[config.mk]
export PLATFORM = sky130hd
export DESIGN_NAME = dpram_read_streamer
export DESIGN_NICKNAME = d
export VERILOG_FILES = /design/src/rtl/dpram_pkg.sv /design/src/rtl/dpram_skid_fifo.sv /design/src/rtl/dpram_read_streamer.sv
export SDC_FILE = /design/constraint.sdc
export NUM_CORES = 1
export LEC_CHECK = 0
export CAP_MARGIN = 20
export CORE_UTILIZATION = 35
export CTS_CLUSTER_DIAMETER = 60
export CTS_CLUSTER_SIZE = 30
export DETAILED_ROUTE_END_ITERATION = 10
export PLACE_DENSITY = 0.62
export SKIP_CTS_REPAIR_TIMING = 1
export SLEW_MARGIN = 25
export SYNTH_ARGS = -nofsm -noshare
export SYNTH_HDL_FRONTEND = slang
export SYNTH_SLANG_ARGS = --single-unit
[constraint.sdc]
create_clock -name clk -period 4.1 [get_ports clk]
set_input_delay 1.025 -clock clk [delete_from_list [all_inputs] [get_ports clk]]
set_output_delay 1.025 -clock clk [all_outputs]
set_load 0.01 [all_outputs]
[src/rtl/dpram_pkg.sv]
// Shared types and defaults for the dual-port RAM read streamer.
package dpram_pkg;

  localparam int DEF_DATA_WIDTH = 4;
  localparam int DEF_ADDR_WIDTH = 4;

  typedef enum logic [1:0] {
    IDLE  = 2'd0,
    READ  = 2'd1,
    DRAIN = 2'd2
  } rs_state_t;

  function automatic int dpram_depth(input int addr_width);
    return 1 << addr_width;
  endfunction

endpackage

[src/rtl/dpram_skid_fifo.sv]
// Two-entry synchronous FIFO; head entry is always a flop so the stream data is registered.
module dpram_skid_fifo
  import dpram_pkg::*;
#(
  parameter int DATA_WIDTH = DEF_DATA_WIDTH
) (
  input  logic                  clk,
  input  logic                  reset,
  input  logic                  push,
  input  logic [DATA_WIDTH-1:0] push_data,
  input  logic                  pop,
  output logic [DATA_WIDTH-1:0] head,
  output logic [1:0]            occupancy
);

  logic [DATA_WIDTH-1:0] e0_q, e0_d, e1_q, e1_d;
  logic [1:0]            occ_q, occ_d;

  always_comb begin
    e0_d  = e0_q;
    e1_d  = e1_q;
    occ_d = occ_q;
    case ({push, pop})
      2'b10: begin
        if (occ_q == 2'd0) e0_d = push_data;
        else               e1_d = push_data;
        occ_d = occ_q + 2'd1;
      end
      2'b01: begin
        e0_d  = e1_q;
        occ_d = occ_q - 2'd1;
      end
      2'b11: begin
        // occupancy is unchanged; the new word lands behind whatever remains
        if (occ_q == 2'd2) begin
          e0_d = e1_q;
          e1_d = push_data;
        end else begin
          e0_d = push_data;
        end
      end
      default: ;
    endcase
  end

  always_ff @(posedge clk or posedge reset) begin
    if (reset) begin
      e0_q  <= '0;
      e1_q  <= '0;
      occ_q <= 2'd0;
    end else begin
      e0_q  <= e0_d;
      e1_q  <= e1_d;
      occ_q <= occ_d;
    end
  end

  assign head      = e0_q;
  assign occupancy = occ_q;

endmodule

[src/rtl/dpram_read_streamer.sv]
// Burst read sequencer for the simple dual-port RAM, streaming words through a 2-entry buffer.
// Define DPRAM_READ_STREAMER_LAST_EN to add the m_last end-of-burst marker.
//
// state | meaning
// IDLE  | waiting for start; a len=0 request only produces a done pulse
// READ  | issuing reads while the buffer plus in-flight read leaves room
// DRAIN | all reads issued, waiting for the last word to be accepted
module dpram_read_streamer
  import dpram_pkg::*;
#(
  parameter int DATA_WIDTH = DEF_DATA_WIDTH,
  parameter int ADDR_WIDTH = DEF_ADDR_WIDTH
) (
  input  logic                  clk,
  input  logic                  reset,
  input  logic                  start,
  input  logic [ADDR_WIDTH-1:0] base_addr,
  input  logic [ADDR_WIDTH:0]   len,
  output logic                  busy,
  output logic                  done,
  output logic                  re,
  output logic [ADDR_WIDTH-1:0] raddr,
  input  logic [DATA_WIDTH-1:0] ram_dout,
  output logic [DATA_WIDTH-1:0] m_data,
  output logic                  m_valid,
  input  logic                  m_ready
`ifdef DPRAM_READ_STREAMER_LAST_EN
  ,
  output logic                  m_last
`endif
);

`ifdef DPRAM_READ_STREAMER_LAST_EN
  localparam int FW = DATA_WIDTH + 1;
`else
  localparam int FW = DATA_WIDTH;
`endif

  rs_state_t             state_q, state_d;
  logic [ADDR_WIDTH-1:0] addr_ptr_q, addr_ptr_d;
  logic [ADDR_WIDTH:0]   remaining_q, remaining_d;
  logic                  inflight_q, inflight_d;
  logic                  zero_done_q, zero_done_d;

  logic [1:0]            occupancy;
  logic [FW-1:0]         fifo_head, fifo_din;
  logic                  pop, issue, drain_done;
  logic [2:0]            level;

  assign pop        = m_valid & m_ready;
  // Slots committed after this cycle; a read may go out only if one is still free.
  assign level      = 3'(occupancy) + 3'(inflight_q) - 3'(pop);
  assign issue      = (state_q == READ) && (remaining_q != '0) && (level < 3'd2);
  assign drain_done = (state_q == DRAIN) && pop && (occupancy == 2'd1) && !inflight_q;

  always_comb begin
    state_d     = state_q;
    addr_ptr_d  = addr_ptr_q;
    remaining_d = remaining_q;
    inflight_d  = issue;
    zero_done_d = 1'b0;
    case (state_q)
      IDLE: begin
        if (start) begin
          if (len != '0) begin
            state_d     = READ;
            addr_ptr_d  = base_addr;
            remaining_d = len;
          end else begin
            zero_done_d = 1'b1;
          end
        end
      end
      READ: begin
        if (issue) begin
          addr_ptr_d  = addr_ptr_q + ADDR_WIDTH'(1);
          remaining_d = remaining_q - (ADDR_WIDTH+1)'(1);
          if (remaining_q == (ADDR_WIDTH+1)'(1)) state_d = DRAIN;
        end
      end
      DRAIN: begin
        if (drain_done) state_d = IDLE;
      end
      default: state_d = IDLE;
    endcase
  end

  always_ff @(posedge clk or posedge reset) begin
    if (reset) begin
      state_q     <= IDLE;
      addr_ptr_q  <= '0;
      remaining_q <= '0;
      inflight_q  <= 1'b0;
      zero_done_q <= 1'b0;
    end else begin
      state_q     <= state_d;
      addr_ptr_q  <= addr_ptr_d;
      remaining_q <= remaining_d;
      inflight_q  <= inflight_d;
      zero_done_q <= zero_done_d;
    end
  end

`ifdef DPRAM_READ_STREAMER_LAST_EN
  logic inflight_last_q, inflight_last_d;

  assign inflight_last_d = issue && (remaining_q == (ADDR_WIDTH+1)'(1));

  always_ff @(posedge clk or posedge reset) begin
    if (reset) inflight_last_q <= 1'b0;
    else       inflight_last_q <= inflight_last_d;
  end

  assign fifo_din = {inflight_last_q, ram_dout};
  assign m_last   = m_valid & fifo_head[DATA_WIDTH];
`else
  assign fifo_din = ram_dout;
`endif

  dpram_skid_fifo #(
    .DATA_WIDTH(FW)
  ) u_fifo (
    .clk       (clk),
    .reset     (reset),
    .push      (inflight_q),
    .push_data (fifo_din),
    .pop       (pop),
    .head      (fifo_head),
    .occupancy (occupancy)
  );

  assign busy    = (state_q != IDLE);
  assign done    = zero_done_q | drain_done;
  assign re      = issue;
  assign raddr   = addr_ptr_q;
  assign m_valid = (occupancy != 2'd0);
  assign m_data  = fifo_head[DATA_WIDTH-1:0];

endmodule

==> results of run 1 <==
cells by family (layout without fill, tap and decap cells):
group,count (synthesis),count (layout)
AND/OR/NAND/NOR,51,51
AO/OA/AOI/OAI,32,32
flip-flops,23,23
buffers and inverters,14,46
multiplexers,9,9
adder cells (fa/ha/maj),8,8
XOR/XNOR,4,4
sequential cells by signal, summed over array words and instances (netlist names):
name,flops
u_fifo.head,4
state_q,2
u_fifo.e1_q,4
inflight_q,1
raddr,4
u_fifo.occupancy,2
zero_done_q,1
remaining_q,5
metrics by stage:
stage	worst slack (ns)	total power, mW	hold slack (ns)
2_1_floorplan	0.469	0.963	0.479
3_3_place_gp	-0.222	1.27	0.464
3_5_place_dp	-0.232	1.29	0.476
4_1_cts	-0.246	1.44	0.495
5_1_grt	0.0330	1.56	0.534
6_report	0.147	1.43	0.489
worst register-to-register path, cell delays in order, from the launching register on:
cell and delay [ns]:
sky130_fd_sc_hd__dfrtp_1 0.44, sky130_fd_sc_hd__inv_1 0.11, sky130_fd_sc_hd__ha_1 0.22, sky130_fd_sc_hd__nand2b_1 0.18, sky130_fd_sc_hd__xnor2_1 0.14, sky130_fd_sc_hd__nand2b_1 0.16, sky130_fd_sc_hd__fa_1 0.48, sky130_fd_sc_hd__and3b_1 0.22
sky130_fd_sc_hd__nand3_4 0.08, sky130_fd_sc_hd__buf_4 0.17, sky130_fd_sc_hd__and3_1 0.16, sky130_fd_sc_hd__a311o_1 0.31
metal layers:
metal | routed length (microns) | up-vias | global-route usage, % | part of all wire (%)
li1 | - | 564 | - | -
met1 | 1430 | 560 | 21.7 | 48
met2 | 1410 | 25 | 25.0 | 47
met3 | 144 | 2 | 3.87 | 4.8
met4 | 8 | 0 | 5.83 | 0.27
met5 | 0 | - | 0 | 0
where the power goes:
part	leakage (nW)	total, mW	switching, mW	internal, mW
logic	0.472	0.854	0.422	0.432
clock network	0.0255	0.143	0.0746	0.0679
registers	0.275	0.432	0.0979	0.334
total	0.773	1.43	0.595	0.834
cells in the final DEF (no fill, tap or decap), drive strengths merged, types with 2 or more instances in the layout:
cell and instances:
nand3 8, a21oi 9, mux2 4, nor3 5, clkbuf 3, ha 7, o2bb2a 4, inv 9
clkdlybuf4s50 27, nand4 2, a311o 2, nand2 13, nand2b 3, and3 2, o21ai 10, nor4 2
buf 5, mux2i 5, dfrtp 23, nor2 8, xnor2 4
worst paths after layout:
check / start / end / slack [ns] / cells past startpoint
setup / recovery: m_ready / re / 0.15 / 9
hold / removal: u_fifo.head[2] / u_fifo.head[2] / 0.49 / 2
setup reg to reg: u_fifo.occupancy[1] / raddr[0] / 1.32 / 11
hold reg to reg: u_fifo.head[2] / u_fifo.head[2] / 0.49 / 2
max in group asynchronous: reset / u_fifo.e1_q[0] / 2.29 / 2
min in group asynchronous: reset / u_fifo.e1_q[3] / 1.25 / 2
final cells by class:
type | instances | area (sq um) | area share, %
Sequential cell | 23 | 576 | 32.3
Clock buffer | 3 | 41.3 | 2.32
Clock inverter | 1 | 5.00 | 0.281
Multi-Input combinational cell | 104 | 746 | 41.9
Timing Repair Buffer | 33 | 320 | 18.0
Inverter | 9 | 33.8 | 1.90
Tap cell | 48 | 60.1 | 3.37
==> impl_metrics.xml, run 1 <==
<?xml version="1.0" encoding="UTF-8"?>
<metrics>
  <group name="outcome">
    <metric name="outcome" unit="">finished clean</metric>
  </group>
  <group name="synthesis">
    <metric name="synth.largest_area_cell" unit="">sky130_fd_sc_hd__dfrtp_1</metric>
    <metric name="yosys.cell_types.count" unit="">40</metric>
    <metric name="synth_compound_area_share" unit="%">15.9</metric>
    <metric name="synth.ff_latch_count" unit="">23</metric>
    <metric name="post_synth_mux_area_share" unit="%">6.88</metric>
    <metric name="synthFlopType" unit="">sky130_fd_sc_hd__dfrtp_1</metric>
    <metric name="synth_fp_nets" unit="">166</metric>
    <metric name="synth_top_cells_by_area" unit="">sky130_fd_sc_hd__dfrtp_1 (42%), sky130_fd_sc_hd__ha_1 (6.3%), sky130_fd_sc_hd__mux2i_1 (3.6%)</metric>
    <metric name="ys_seq_area_share" unit="%">41.7</metric>
    <metric name="synthArstFlopShare" unit="%">100</metric>
    <metric name="synthesis.yosys.warnings" unit="">0</metric>
    <metric name="share_of_the_synthesized_area_in_the_top_cell_type" unit="%">41.7</metric>
    <metric name="synth-simple-area-share" unit="%">20.8</metric>
    <metric name="synth_top_family_by_area" unit="">simple AND/OR/NAND/NOR gates</metric>
    <metric name="yosys.cell_count.top_type" unit="">sky130_fd_sc_hd__dfrtp_1</metric>
    <metric name="synthTopCellsByCount" unit="">sky130_fd_sc_hd__dfrtp_1 (23), sky130_fd_sc_hd__nand2_1 (12), sky130_fd_sc_hd__o21ai_0 (10)</metric>
    <metric name="syn_area" unit="sq um">1380</metric>
    <metric name="post_synth.cell_area_avg" unit="sq um">9.80</metric>
    <metric name="synth_edf_count" unit="">0</metric>
    <metric name="synthAdderAreaFrac" unit="%">7.79</metric>
    <metric name="synth_xor_xnor_area_share" unit="%">2.54</metric>
    <metric name="cells_after_synth" unit="">141</metric>
  </group>
  <group name="cells_and_area">
    <metric name="syn_to_final_growth" unit="%">29.0</metric>
    <metric name="nFillCells" unit="">359</metric>
    <metric name="instances_no_fill" unit="">221</metric>
    <metric name="total_inserted_antenna_cells" unit="">0</metric>
    <metric name="layout-drive-gt1-share" unit="%">12.1</metric>
    <metric name="fin_nets" unit="">199</metric>
    <metric name="finalInstanceArea" unit="sq um">1780</metric>
    <metric name="post-route-util" unit="%">47.9</metric>
  </group>
  <group name="flow_run">
    <metric name="max_cap_viols" unit="">0</metric>
  </group>
  <group name="global_routing">
    <metric name="grt_pass1_wl" unit="microns">5200</metric>
    <metric name="groute.usage.overall" unit="%">16.1</metric>
    <metric name="grt_max_degree" unit="">24</metric>
    <metric name="grt.overflow.total" unit="">0</metric>
    <metric name="grt_pass1_vias" unit="">1141</metric>
    <metric name="number_of_antenna_violations_at_the_first_check_in_global_routing" unit="">0</metric>
  </group>
  <group name="clocking">
    <metric name="tritoncts_num_sinks" unit="">23</metric>
    <metric name="clk_transition_reported_paths" unit="ns">0.08</metric>
    <metric name="clock_network_latency_to_the_later_pin_of_the_worst_skew_pair" unit="ns">0.27</metric>
    <metric name="clk_root_buffer_cell" unit="">sky130_fd_sc_hd__clkbuf_8</metric>
    <metric name="cts_buffers" unit="">3</metric>
    <metric name="maximum_clock_path_buffer_count" unit="">2</metric>
    <metric name="cts_tree" unit="">built</metric>
    <metric name="h_tree_levels" unit="">1</metric>
  </group>
  <group name="route">
    <metric name="route.vias.total" unit="">1151</metric>
    <metric name="ant_nets" unit="">0</metric>
    <metric name="detail_route.wirelength" unit="microns">3000</metric>
    <metric name="vias_per_cell" unit="">5.21</metric>
    <metric name="wire_per_inst" unit="microns">13.6</metric>
    <metric name="first_pass_iters" unit="">4</metric>
    <metric name="drc_errors" unit="">0</metric>
    <metric name="drtIter0Drc" unit="">34</metric>
  </group>
  <group name="placement">
    <metric name="place.detailed.instances" unit="">217</metric>
    <metric name="placement.cell_area" unit="sq um">1730</metric>
    <metric name="dp_hpwl" unit="microns">2280</metric>
    <metric name="port_buffers" unit="">28</metric>
    <metric name="gp_congestion" unit="">0.809</metric>
  </group>
  <group name="sta">
    <metric name="finalCritPeriodShare" unit="%">96.4</metric>
    <metric name="worst_slew_margin_rel" unit="%">40.5</metric>
    <metric name="drv_slew" unit="">0</metric>
    <metric name="final_hold_viol_count" unit="">0</metric>
    <metric name="rsz0062_at_grt" unit="">no</metric>
    <metric name="clock.fmax" unit="MHz">253</metric>
    <metric name="timing_worst_slew_pin_value" unit="ns">0.891</metric>
    <metric name="timing.clock.skew" unit="ns">0.00996</metric>
    <metric name="setup_viol_count_final" unit="">0</metric>
    <metric name="fin_crit" unit="ns">3.95</metric>
    <metric name="timing.setup.tns" unit="ns">0</metric>
  </group>
  <group name="worst_setup_path">
    <metric name="timing.critical_path.mode_cell" unit="">sky130_fd_sc_hd__nand2b_1</metric>
    <metric name="critPathSlowestCell" unit="">sky130_fd_sc_hd__clkdlybuf4s50_1</metric>
    <metric name="critical_path.startpoint_type" unit="">primary input</metric>
    <metric name="setup.worst_path.end_class" unit="">output port</metric>
    <metric name="cp_cell_instances" unit="">clkdlybuf4s50_1 &gt; nand2b_1 &gt; xnor2_1 &gt; nand2b_1 &gt; fa_1 &gt; and3b_1 &gt; nand3_4 &gt; inv_1 &gt; dlymetal6s2s_1</metric>
    <metric name="critical_path_buf_inv_count" unit="">3</metric>
    <metric name="critical_path_required" unit="ns">3.07</metric>
    <metric name="slowest_delay" unit="ns">0.48</metric>
    <metric name="timing.critical_path.max_delay_family" unit="">buffers and inverters</metric>
    <metric name="critical_path_class" unit="">in -&gt; out</metric>
    <metric name="worst_ep_arrival_time" unit="ns">2.93</metric>
    <metric name="critical_path_peak_fanout" unit="">2</metric>
  </group>
  <group name="floorplan">
    <metric name="rows" unit="">22</metric>
    <metric name="floorplan.die.width" unit="microns">64.8</metric>
    <metric name="dieArea" unit="sq um">4200</metric>
    <metric name="floorplan.initialDensity" unit="%">37.2</metric>
    <metric name="num_ports" unit="">29</metric>
    <metric name="placeableCoreArea" unit="sq um">3720</metric>
    <metric name="die_height" unit="microns">64.8</metric>
  </group>
  <group name="min_path">
    <metric name="hold_path.class" unit="">reg -&gt; reg</metric>
  </group>
  <group name="pwr">
    <metric name="power.leakage" unit="nW">0.773</metric>
    <metric name="pwr_density_cell" unit="nW/um^2">802</metric>
    <metric name="worst_ir_drop_vdd" unit="uV">429</metric>
  </group>
</metrics>
Note: power is estimated with default switching activity, not from simulation.
==> inputs of run 2 (changes only) <==
--- a/config.mk
+++ b/config.mk
@@ -15,4 +15,5 @@
 export SLEW_MARGIN = 25
 export SYNTH_ARGS = -nofsm -noshare
 export SYNTH_HDL_FRONTEND = slang
+export SYNTH_HIERARCHICAL = 1
 export SYNTH_SLANG_ARGS = --single-unit
==> impl_metrics.xml, run 2 <==
<?xml version="1.0" encoding="UTF-8"?>
<metrics>
  <group name="outcome">
    <metric name="outcome" unit="">finished clean</metric>
  </group>
  <group name="placement">
    <metric name="gp_congestion" unit="">0.832</metric>
    <metric name="place.detailed.instances" unit="">217</metric>
    <metric name="port_buffers" unit="">28</metric>
    <metric name="dp_slack" unit="ns">-0.300</metric>
    <metric name="dp_hpwl" unit="microns">2200</metric>
  </group>
  <group name="sta">
    <metric name="clock.fmax" unit="MHz">253</metric>
    <metric name="timing.clock.skew" unit="ns">0.00117</metric>
    <metric name="postLayoutSetupSlackWorst" unit="ns">0.148</metric>
    <metric name="fin_crit" unit="ns">3.95</metric>
    <metric name="finalCritPeriodShare" unit="%">96.4</metric>
    <metric name="drv_slew" unit="">0</metric>
    <metric name="final_hold_viol_count" unit="">0</metric>
    <metric name="timing_worst_slew_pin_value" unit="ns">0.539</metric>
    <metric name="setup_viol_count_final" unit="">0</metric>
    <metric name="worst_slew_margin_rel" unit="%">64.0</metric>
    <metric name="rsz0062_at_grt" unit="">no</metric>
  </group>
  <group name="worst_setup_path">
    <metric name="critical_path_required" unit="ns">3.07</metric>
    <metric name="critPathSlowestCell" unit="">sky130_fd_sc_hd__fa_2</metric>
    <metric name="worst_ep_arrival_time" unit="ns">2.93</metric>
    <metric name="critical_path_peak_fanout" unit="">2</metric>
    <metric name="timing.critical_path.max_delay_family" unit="">adder cells</metric>
    <metric name="cp_cell_instances" unit="">clkdlybuf4s50_1 &gt; and2_1 &gt; ha_1 &gt; nand2b_1 &gt; fa_2 &gt; nand4_1 &gt; inv_1 &gt; dlymetal6s2s_1</metric>
    <metric name="critical_path.startpoint_type" unit="">primary input</metric>
    <metric name="setup.worst_path.end_class" unit="">output port</metric>
    <metric name="slowest_delay" unit="ns">0.54</metric>
    <metric name="critical_path_buf_inv_count" unit="">3</metric>
    <metric name="critical_path_class" unit="">in -&gt; out</metric>
  </group>
  <group name="pwr">
    <metric name="p_int" unit="mW">0.785</metric>
    <metric name="net-switching-power" unit="mW">0.554</metric>
    <metric name="clkPwrFrac" unit="%">10.7</metric>
    <metric name="power.leakage" unit="nW">0.781</metric>
    <metric name="worst_ir_drop_vdd" unit="uV">307</metric>
    <metric name="p_sw_share" unit="%">41.4</metric>
    <metric name="share_of_power_burned_in_registers" unit="%">30.4</metric>
    <metric name="pwr-share-comb" unit="%">59.0</metric>
    <metric name="pwr_density_cell" unit="nW/um^2">747</metric>
    <metric name="report.power.total" unit="mW">1.34</metric>
  </group>
  <group name="cells_and_area">
    <metric name="nFillCells" unit="">372</metric>
    <metric name="largest_register" unit="">remaining_q</metric>
    <metric name="fin_nets" unit="">201</metric>
    <metric name="largest_reg_flops" unit="">5</metric>
    <metric name="final_common_cell" unit="">sky130_fd_sc_hd__clkdlybuf4s50_1</metric>
    <metric name="syn_to_final_growth" unit="%">28.9</metric>
    <metric name="layout-drive-gt1-share" unit="%">13.3</metric>
    <metric name="total_inserted_antenna_cells" unit="">0</metric>
    <metric name="instances_no_fill" unit="">221</metric>
    <metric name="most-common-layout-cells" unit="">sky130_fd_sc_hd__clkdlybuf4s50_1 (27), sky130_fd_sc_hd__dfrtp_1 (23), sky130_fd_sc_hd__a21oi_1 (14)</metric>
  </group>
  <group name="synthesis">
    <metric name="synth.ff_latch_count" unit="">23</metric>
    <metric name="ys_seq_area_share" unit="%">41.4</metric>
    <metric name="synth.largest_area_cell" unit="">sky130_fd_sc_hd__dfrtp_1</metric>
    <metric name="share_of_the_synthesized_area_in_the_top_cell_type" unit="%">41.4</metric>
    <metric name="synthTopCellsByCount" unit="">sky130_fd_sc_hd__dfrtp_1 (23), sky130_fd_sc_hd__a21oi_1 (14), sky130_fd_sc_hd__inv_1 (11)</metric>
    <metric name="cells_after_synth" unit="">140</metric>
    <metric name="yosys.cell_types.count" unit="">45</metric>
    <metric name="synthFlopType" unit="">sky130_fd_sc_hd__dfrtp_1</metric>
    <metric name="yosys.cell_count.top_type" unit="">sky130_fd_sc_hd__dfrtp_1</metric>
    <metric name="syn_area" unit="sq um">1390</metric>
    <metric name="synthesis.yosys.warnings" unit="">6</metric>
    <metric name="synthArstFlopShare" unit="%">100</metric>
    <metric name="synth_fp_nets" unit="">167</metric>
    <metric name="post_synth.cell_area_avg" unit="sq um">9.94</metric>
    <metric name="synth_edf_count" unit="">0</metric>
    <metric name="synth_top_cells_by_area" unit="">sky130_fd_sc_hd__dfrtp_1 (41%), sky130_fd_sc_hd__ha_1 (8.1%), sky130_fd_sc_hd__a21oi_1 (5.0%)</metric>
  </group>
  <group name="global_routing">
    <metric name="grt_max_degree" unit="">18</metric>
    <metric name="grt_pass1_wl" unit="microns">4770</metric>
    <metric name="number_of_antenna_violations_at_the_first_check_in_global_routing" unit="">0</metric>
    <metric name="grt_pass1_vias" unit="">1070</metric>
    <metric name="groute.usage.overall" unit="%">14.4</metric>
    <metric name="grt.overflow.total" unit="">0</metric>
  </group>
  <group name="route">
    <metric name="detail_route.wirelength" unit="microns">2810</metric>
    <metric name="ant_nets" unit="">0</metric>
    <metric name="drtIter0Drc" unit="">34</metric>
    <metric name="vias_per_cell" unit="">4.97</metric>
    <metric name="wire_per_inst" unit="microns">12.7</metric>
    <metric name="route.vias.total" unit="">1098</metric>
    <metric name="first_pass_iters" unit="">4</metric>
    <metric name="drc_errors" unit="">0</metric>
  </group>
  <group name="clocking">
    <metric name="h_tree_levels" unit="">1</metric>
    <metric name="cts_buffers" unit="">3</metric>
    <metric name="clock_network_latency_to_the_later_pin_of_the_worst_skew_pair" unit="ns">0.26</metric>
    <metric name="tritoncts_num_sinks" unit="">23</metric>
    <metric name="clk_transition_reported_paths" unit="ns">0.08</metric>
    <metric name="maximum_clock_path_buffer_count" unit="">2</metric>
    <metric name="cts_tree" unit="">built</metric>
    <metric name="clk_root_buffer_cell" unit="">sky130_fd_sc_hd__clkbuf_8</metric>
  </group>
  <group name="floorplan">
    <metric name="floorplan.die.width" unit="microns">65.1</metric>
    <metric name="rows" unit="">22</metric>
    <metric name="dieArea" unit="sq um">4230</metric>
    <metric name="die_height" unit="microns">65.1</metric>
    <metric name="num_ports" unit="">29</metric>
    <metric name="floorplan.initialDensity" unit="%">37.2</metric>
    <metric name="placeableCoreArea" unit="sq um">3740</metric>
  </group>
  <group name="min_path">
    <metric name="hold_path.class" unit="">reg -&gt; reg</metric>
  </group>
  <group name="flow_run">
    <metric name="max_cap_viols" unit="">0</metric>
  </group>
</metrics>
run 2: cell count changes in the layout (fill, tap and decap cells not counted), sizes merged, moves of 3 or more:
cell / delta
mux2i: -3
nand2: -8
a31oi: +3
nor3: -3
a211oi: +3
a21oi: +6
o2bb2a: -4
run 2: metal layers:
metal | track usage, % | part of all wire, %
met1 | 18.1 | 46
met2 | 26.0 | 49
met3 | 2.11 | 4.2
met4 | 2.45 | 0.50
met5 | 0 | 0
run 2: final timing paths:
kind / start / to / slack [ns] / cells after the start
setup / recovery: m_ready / re / 0.15 / 8
hold / removal: u_fifo/e1_q[3] / u_fifo/e1_q[3] / 0.50 / 1
setup reg to reg: u_fifo/occupancy[0] / remaining_q[2] / 1.38 / 10
hold reg to reg: u_fifo/e1_q[3] / u_fifo/e1_q[3] / 0.50 / 1
max in group asynchronous: reset / inflight_q / 2.62 / 2
min in group asynchronous: reset / u_fifo/e1_q[3] / 1.05 / 2
run 2: layout make-up:
type	instances	area (sq um)	share of cell area (%)
Tap cell	48	60.1	3.35
Inverter	11	41.3	2.30
Multi-Input combinational cell	103	757	42.2
Sequential cell	23	576	32.1
Timing Repair Buffer	32	313	17.4
Clock buffer	3	41.3	2.30
Clock inverter	1	5.00	0.279
run 2: cell families after synthesis:
logic type	share of synthesized area, %
simple gates	17.7
compound gates	18.2
flops	41.4
buf+inv	4.95
fa+ha+maj	9.53
mux	5.75
xor+xnor	2.52
run 2: worst register-to-register path: cells and delay by family, from the launching register on:
kind,cells,cell delay (ns)
AND/OR/NAND/NOR,5,1.00
AO/OA/AOI/OAI,2,0.24
buffers and inverters,1,0.16
adder cells (fa/ha/maj),2,0.80
flip-flops,1,0.38
run 2: stage by stage:
stage	cell area, sq um	util [%]	hold WS, ns	setup TNS [ns]
after floorplan	1390	-	0.451	0
after global placement	1730	46.3	0.465	-0.253
after detailed placement	1730	46.3	0.473	-0.300
after CTS	1780	47.6	0.493	-0.316
after global routing	1790	47.9	0.518	0
final	1790	47.9	0.496	0
run 2: power groups by stage:
stage / Sequential, mW / Combinational, mW / Clock, mW
2_1_floorplan: 0.420 / 0.536 / 0
3_3_place_gp: 0.405 / 0.760 / 0
3_5_place_dp: 0.410 / 0.785 / 0
4_1_cts: 0.406 / 0.788 / 0.148
5_1_grt: 0.422 / 0.882 / 0.157
6_report: 0.406 / 0.790 / 0.143
==> inputs of run 3 (changes only) <==
--- a/config.mk
+++ b/config.mk
@@ -6,11 +6,11 @@
 export NUM_CORES = 1
 export LEC_CHECK = 0
 export CAP_MARGIN = 20
-export CORE_UTILIZATION = 35
+export CORE_UTILIZATION = 50
 export CTS_CLUSTER_DIAMETER = 60
 export CTS_CLUSTER_SIZE = 30
 export DETAILED_ROUTE_END_ITERATION = 10
-export PLACE_DENSITY = 0.62
+export PLACE_DENSITY = 0.82
 export SKIP_CTS_REPAIR_TIMING = 1
 export SLEW_MARGIN = 25
 export SYNTH_ARGS = -nofsm -noshare
==> impl_metrics.xml, run 3 (same netlist as run 2, synthesis figures left out) <==
<?xml version="1.0" encoding="UTF-8"?>
<metrics>
  <group name="global_routing">
    <metric name="grt.overflow.total" unit="">0</metric>
    <metric name="grt_pass1_wl" unit="microns">5040</metric>
    <metric name="grt_pass1_vias" unit="">1223</metric>
    <metric name="grt_max_degree" unit="">18</metric>
    <metric name="number_of_antenna_violations_at_the_first_check_in_global_routing" unit="">0</metric>
    <metric name="groute.usage.overall" unit="%">23.3</metric>
  </group>
  <group name="cells_and_area">
    <metric name="most-common-layout-cells" unit="">sky130_fd_sc_hd__clkdlybuf4s50_1 (27), sky130_fd_sc_hd__dfrtp_1 (23), sky130_fd_sc_hd__a21oi_1 (14)</metric>
    <metric name="syn_to_final_growth" unit="%">26.4</metric>
    <metric name="largest_register" unit="">remaining_q</metric>
    <metric name="final_common_cell" unit="">sky130_fd_sc_hd__clkdlybuf4s50_1</metric>
    <metric name="multiInputGateArea" unit="sq um">757</metric>
    <metric name="seq_cell_area" unit="sq um">576</metric>
    <metric name="largest_reg_flops" unit="">5</metric>
    <metric name="layout-drive-gt1-share" unit="%">13.8</metric>
    <metric name="fin_nets" unit="">202</metric>
    <metric name="total_inserted_antenna_cells" unit="">0</metric>
    <metric name="nFillCells" unit="">211</metric>
  </group>
  <group name="pwr">
    <metric name="pwr_density_cell" unit="nW/um^2">759</metric>
    <metric name="power.leakage" unit="nW">0.778</metric>
    <metric name="report.power.total" unit="mW">1.34</metric>
    <metric name="worst_ir_drop_vdd" unit="uV">484</metric>
  </group>
  <group name="clocking">
    <metric name="h_tree_levels" unit="">1</metric>
    <metric name="clock_network_latency_to_the_later_pin_of_the_worst_skew_pair" unit="ns">0.31</metric>
    <metric name="cts_buffers" unit="">3</metric>
    <metric name="tritoncts_num_sinks" unit="">23</metric>
    <metric name="cts_tree" unit="">built</metric>
    <metric name="clk_root_buffer_cell" unit="">sky130_fd_sc_hd__clkbuf_4</metric>
    <metric name="clk_transition_reported_paths" unit="ns">0.13</metric>
    <metric name="maximum_clock_path_buffer_count" unit="">2</metric>
  </group>
  <group name="worst_setup_path">
    <metric name="setup.worst_path.end_class" unit="">output port</metric>
    <metric name="worst_ep_arrival_time" unit="ns">2.93</metric>
    <metric name="slowest_delay" unit="ns">0.46</metric>
    <metric name="critical_path.startpoint_type" unit="">primary input</metric>
    <metric name="critPathSlowestCell" unit="">sky130_fd_sc_hd__clkdlybuf4s50_1</metric>
    <metric name="critical_path_class" unit="">in -&gt; out</metric>
    <metric name="cp_cell_instances" unit="">clkdlybuf4s50_1 &gt; and2_1 &gt; ha_1 &gt; nand2b_1 &gt; fa_2 &gt; xnor2_2 &gt; nand4_1 &gt; inv_1 &gt; dlymetal6s2s_1</metric>
    <metric name="worstSetupStartpoint" unit="">m_ready</metric>
    <metric name="critical_path_required" unit="ns">3.07</metric>
    <metric name="worstReg2RegStart" unit="">u_fifo/occupancy[0]</metric>
    <metric name="critical_path_peak_fanout" unit="">2</metric>
  </group>
  <group name="sta">
    <metric name="rsz0062_at_grt" unit="">no</metric>
    <metric name="setup_viol_count_final" unit="">0</metric>
    <metric name="clock.fmax" unit="MHz">253</metric>
    <metric name="drv_slew" unit="">0</metric>
    <metric name="fin_crit" unit="ns">3.96</metric>
    <metric name="finalCritPeriodShare" unit="%">96.5</metric>
    <metric name="worst_slew_margin_rel" unit="%">64.7</metric>
    <metric name="timing.clock.skew" unit="ns">0.00573</metric>
    <metric name="timing_worst_slew_pin_value" unit="ns">0.529</metric>
    <metric name="final_hold_viol_count" unit="">0</metric>
    <metric name="whs" unit="ns">0.504</metric>
  </group>
  <group name="min_path">
    <metric name="hp-start" unit="">u_fifo/e1_q[0]</metric>
    <metric name="hold_path.class" unit="">reg -&gt; reg</metric>
  </group>
  <group name="placement">
    <metric name="gp_congestion" unit="">0.802</metric>
    <metric name="dp_hpwl" unit="microns">2300</metric>
    <metric name="port_buffers" unit="">28</metric>
  </group>
  <group name="route">
    <metric name="first_pass_iters" unit="">4</metric>
    <metric name="detail_route.wirelength" unit="microns">2910</metric>
    <metric name="drc_errors" unit="">0</metric>
    <metric name="ant_nets" unit="">0</metric>
    <metric name="drtIter0Drc" unit="">24</metric>
    <metric name="vias_per_cell" unit="">5.72</metric>
    <metric name="route.vias.total" unit="">1167</metric>
    <metric name="wire_per_inst" unit="microns">14.3</metric>
  </group>
  <group name="outcome">
    <metric name="outcome" unit="">finished clean</metric>
  </group>
  <group name="floorplan">
    <metric name="floorplan.die.width" unit="microns">54.8</metric>
    <metric name="floorplan.initialDensity" unit="%">54.7</metric>
    <metric name="die_height" unit="microns">54.8</metric>
    <metric name="rows" unit="">18</metric>
    <metric name="dieArea" unit="sq um">3000</metric>
    <metric name="placeableCoreArea" unit="sq um">2540</metric>
    <metric name="num_ports" unit="">29</metric>
  </group>
  <group name="flow_run">
    <metric name="max_cap_viols" unit="">0</metric>
  </group>
</metrics>
## run 3: cell types whose count changed in the layout (fill, tap and decap cells not counted)
cell	before	now
sky130_fd_sc_hd__buf_4	4	5
sky130_fd_sc_hd__clkbuf_4	0	3
sky130_fd_sc_hd__clkbuf_8	3	0
## run 3: worst max-delay path: cells and delay by family
kind,cells,cell delay [ns]
buf+inv,3,0.71
xor+xnor,1,0.18
simple gates,3,0.43
fa+ha+maj,2,0.59
## run 3: final timing paths
kind,cells after the start,slack [ns],to
max,9,0.14,re
min,1,0.50,u_fifo/e1_q[0]
max reg2reg,12,1.25,remaining_q[4]
min reg2reg,1,0.50,u_fifo/e1_q[0]
max in group asynchronous,2,2.69,inflight_q
min in group asynchronous,2,1.00,u_fifo/e1_q[3]
## run 3: where the power goes
part / switching, mW / leakage (nW) / internal, mW
logic: 0.419 / 0.485 / 0.402
registers: 0.0779 / 0.275 / 0.328
clock network: 0.0721 / 0.0177 / 0.0364
## run 3: layout make-up
type                    count  area share [%]
clock inverters             1           0.284
multi-input cells         103            43.0
repair buffers             33            18.2
flip-flops and latches     23            32.7
clock buffers               3            1.28
inverters                  11            2.35
well taps                  30            2.13
## run 3: per-layer routing
metal	GRT usage, %	up-vias	routed length (microns)
met4	8.12	0	15
met2	44.2	31	1590
met3	2.78	2	115
li1	-	569	-
met1	26.3	565	1190
met5	0	-	0
## run 3: through the flow
stage          utilization (%)  TNS, ns  instances  worst slack [ns]  area, sq um
3_3_place_gp              67.3   -0.229        199            -0.229         1710
5_1_grt                   69.1        0        204            0.0127         1760
3_5_place_dp              67.3   -0.306        199            -0.306         1710
4_1_cts                   68.3   -0.329        203            -0.329         1740
2_1_floorplan                -        0        140             0.645         1390
6_report                  69.1        0        204             0.145         1760
==> edit, RTL diff (flow settings as in run 2) <==
The package constant `DEF_ADDR_WIDTH` goes from 4 to 5.
--- a/src/rtl/dpram_pkg.sv
+++ b/src/rtl/dpram_pkg.sv
@@ -4,3 +4,3 @@
   localparam int DEF_DATA_WIDTH = 4;
-  localparam int DEF_ADDR_WIDTH = 4;
+  localparam int DEF_ADDR_WIDTH = 5;
 
Interface: changed (resized base_addr, len and raddr); port bits go from 29 to 32. No check against the original RTL was run, so the function may have changed too.
==> edit against run 2 <==
Wire length is 24% higher. Cell area is 15% higher. Setup slack better by 0.21 ns. Area after synthesis is 15% higher. Via count is 22% higher. Register-to-register slack worse by 0.18 ns. Combinational power is 37% higher. Total power is 28% higher. Worst hold slack worse by 0.0083 ns. Synthesized cell count is 11% higher. Sequential cell count is 2 higher. Non-clock buffer count is 7 higher. Critical path type unchanged. Largest cell class unchanged. Largest power group unchanged. Highest routed layer unchanged.
==> edit: results (changes against run 2) <==
stage,metric,value,unit,change
yosys,post-synthesis sequential area ratio,39.1,%,-2.3 points
pwr,Clock group,0.157,mW,+9.8%
yosys,post-synth cell types,43,,-4.4%
global_routing,largest net degree at the start of global routing,16,,-2
route,wire length on met2,1690,um,+23%
critical_path,worst reg2reg endpoint,remaining_q[0]$_DFFE_PP0P_,,
global_routing,combined global-route utilization of all metal layers,15.1,%,+0.70 points
critical_path,register-to-register setup slack,1.20,ns,-0.18 ns
yosys,Synthesized Nets,185,,+11%
place,Setup Slack @ Placement,-0.527,ns,-0.227 ns
global_routing,wire length of the first global-routing pass,5850,um,+23%
run_status,status,finished clean,,
yosys,Avg Inst Size Synth,10.3,um2,+3.2%
place,IO Port Bufs,31,,+11%
global_routing,met2 Resource Use GR,26.0,%,-0.044 points
clock_network,"Clk Latency, worst-skew pair",0.28,ns,+0.02 ns
pwr,fraction of power consumed by sequential logic,28.0,%,-2.4 points
layout,fraction of layout cells with a size suffix above 1,17.0,%,+3.7 points
critical_path,depth of the most critical reg-to-reg path,11,,+1
yosys,most area-consuming cells after synthesis,"dfrtp_1 39%, ha_1 7.0%, mux2_2 3.5%",,
pwr,sequential power,0.480,mW,+18%
pwr,VDD IR-drop max,0.000309,V,+0.53%
route,final routed wirelength across all metal layers,3480,um,+24%
route,length of routed wiring on met1,1590,um,+22%
yosys,area share of fa/ha/maj cells after synthesis,8.29,%,-1.2 points
sta,clock tree skew after final layout,0.00515,ns,+0.00398 ns
place,Final GP Congestion,0.911,,+9.5%
layout,Final Net Count,224,,+11%
route,vias after detailed routing,1336,,+22%
clock_network,clock-pin slew on the worst setup and hold paths,0.10,ns,+0.02 ns
pwr,Leakage,0.873,nW,+12%
sta,transition at the pin with the smallest max-transition slack,0.607,ns,+0.0684 ns
layout,non-filler instance count after layout,246,,+11%
sta,minimum hold slack,0.488,ns,-0.00833 ns
place,final HPWL from detailed placement,2650,um,+20%
global_routing,GRT met3 Usage,2.62,%,+0.50 points
-- edit: cell count changes after synthesis, sizes merged, moves of 3 or more --
cell / change
clkbuf: +3
a22oi: +3
o2bb2ai: +5
mux2i: +3
nor3: +6
o221ai: +5
nor2: -3
a21oi: -4
-- edit: worst max path at each step --
stage | start | endpoint | slack (ns)
after global placement | m_ready | re | -0.45
after detailed placement | m_ready | re | -0.53
after global routing | m_ready | re | 0.27
after floorplan | m_ready | re | 0.44
final | m_ready | re | 0.36
after CTS | m_ready | re | -0.53
-- edit: area by class of cell --
| type | count | area, um2 |
|---|---|---|
| Clock buffer | 3 | 41.3 |
| Clock inverter | 1 | 7.51 |
| Fill cell | 436 | 2320 |
| Inverter | 13 | 48.8 |
| Multi-Input combinational cell | 113 | 907 |
| Sequential cell | 25 | 626 |
| Tap cell | 52 | 65.1 |
| Timing Repair Buffer | 39 | 368 |
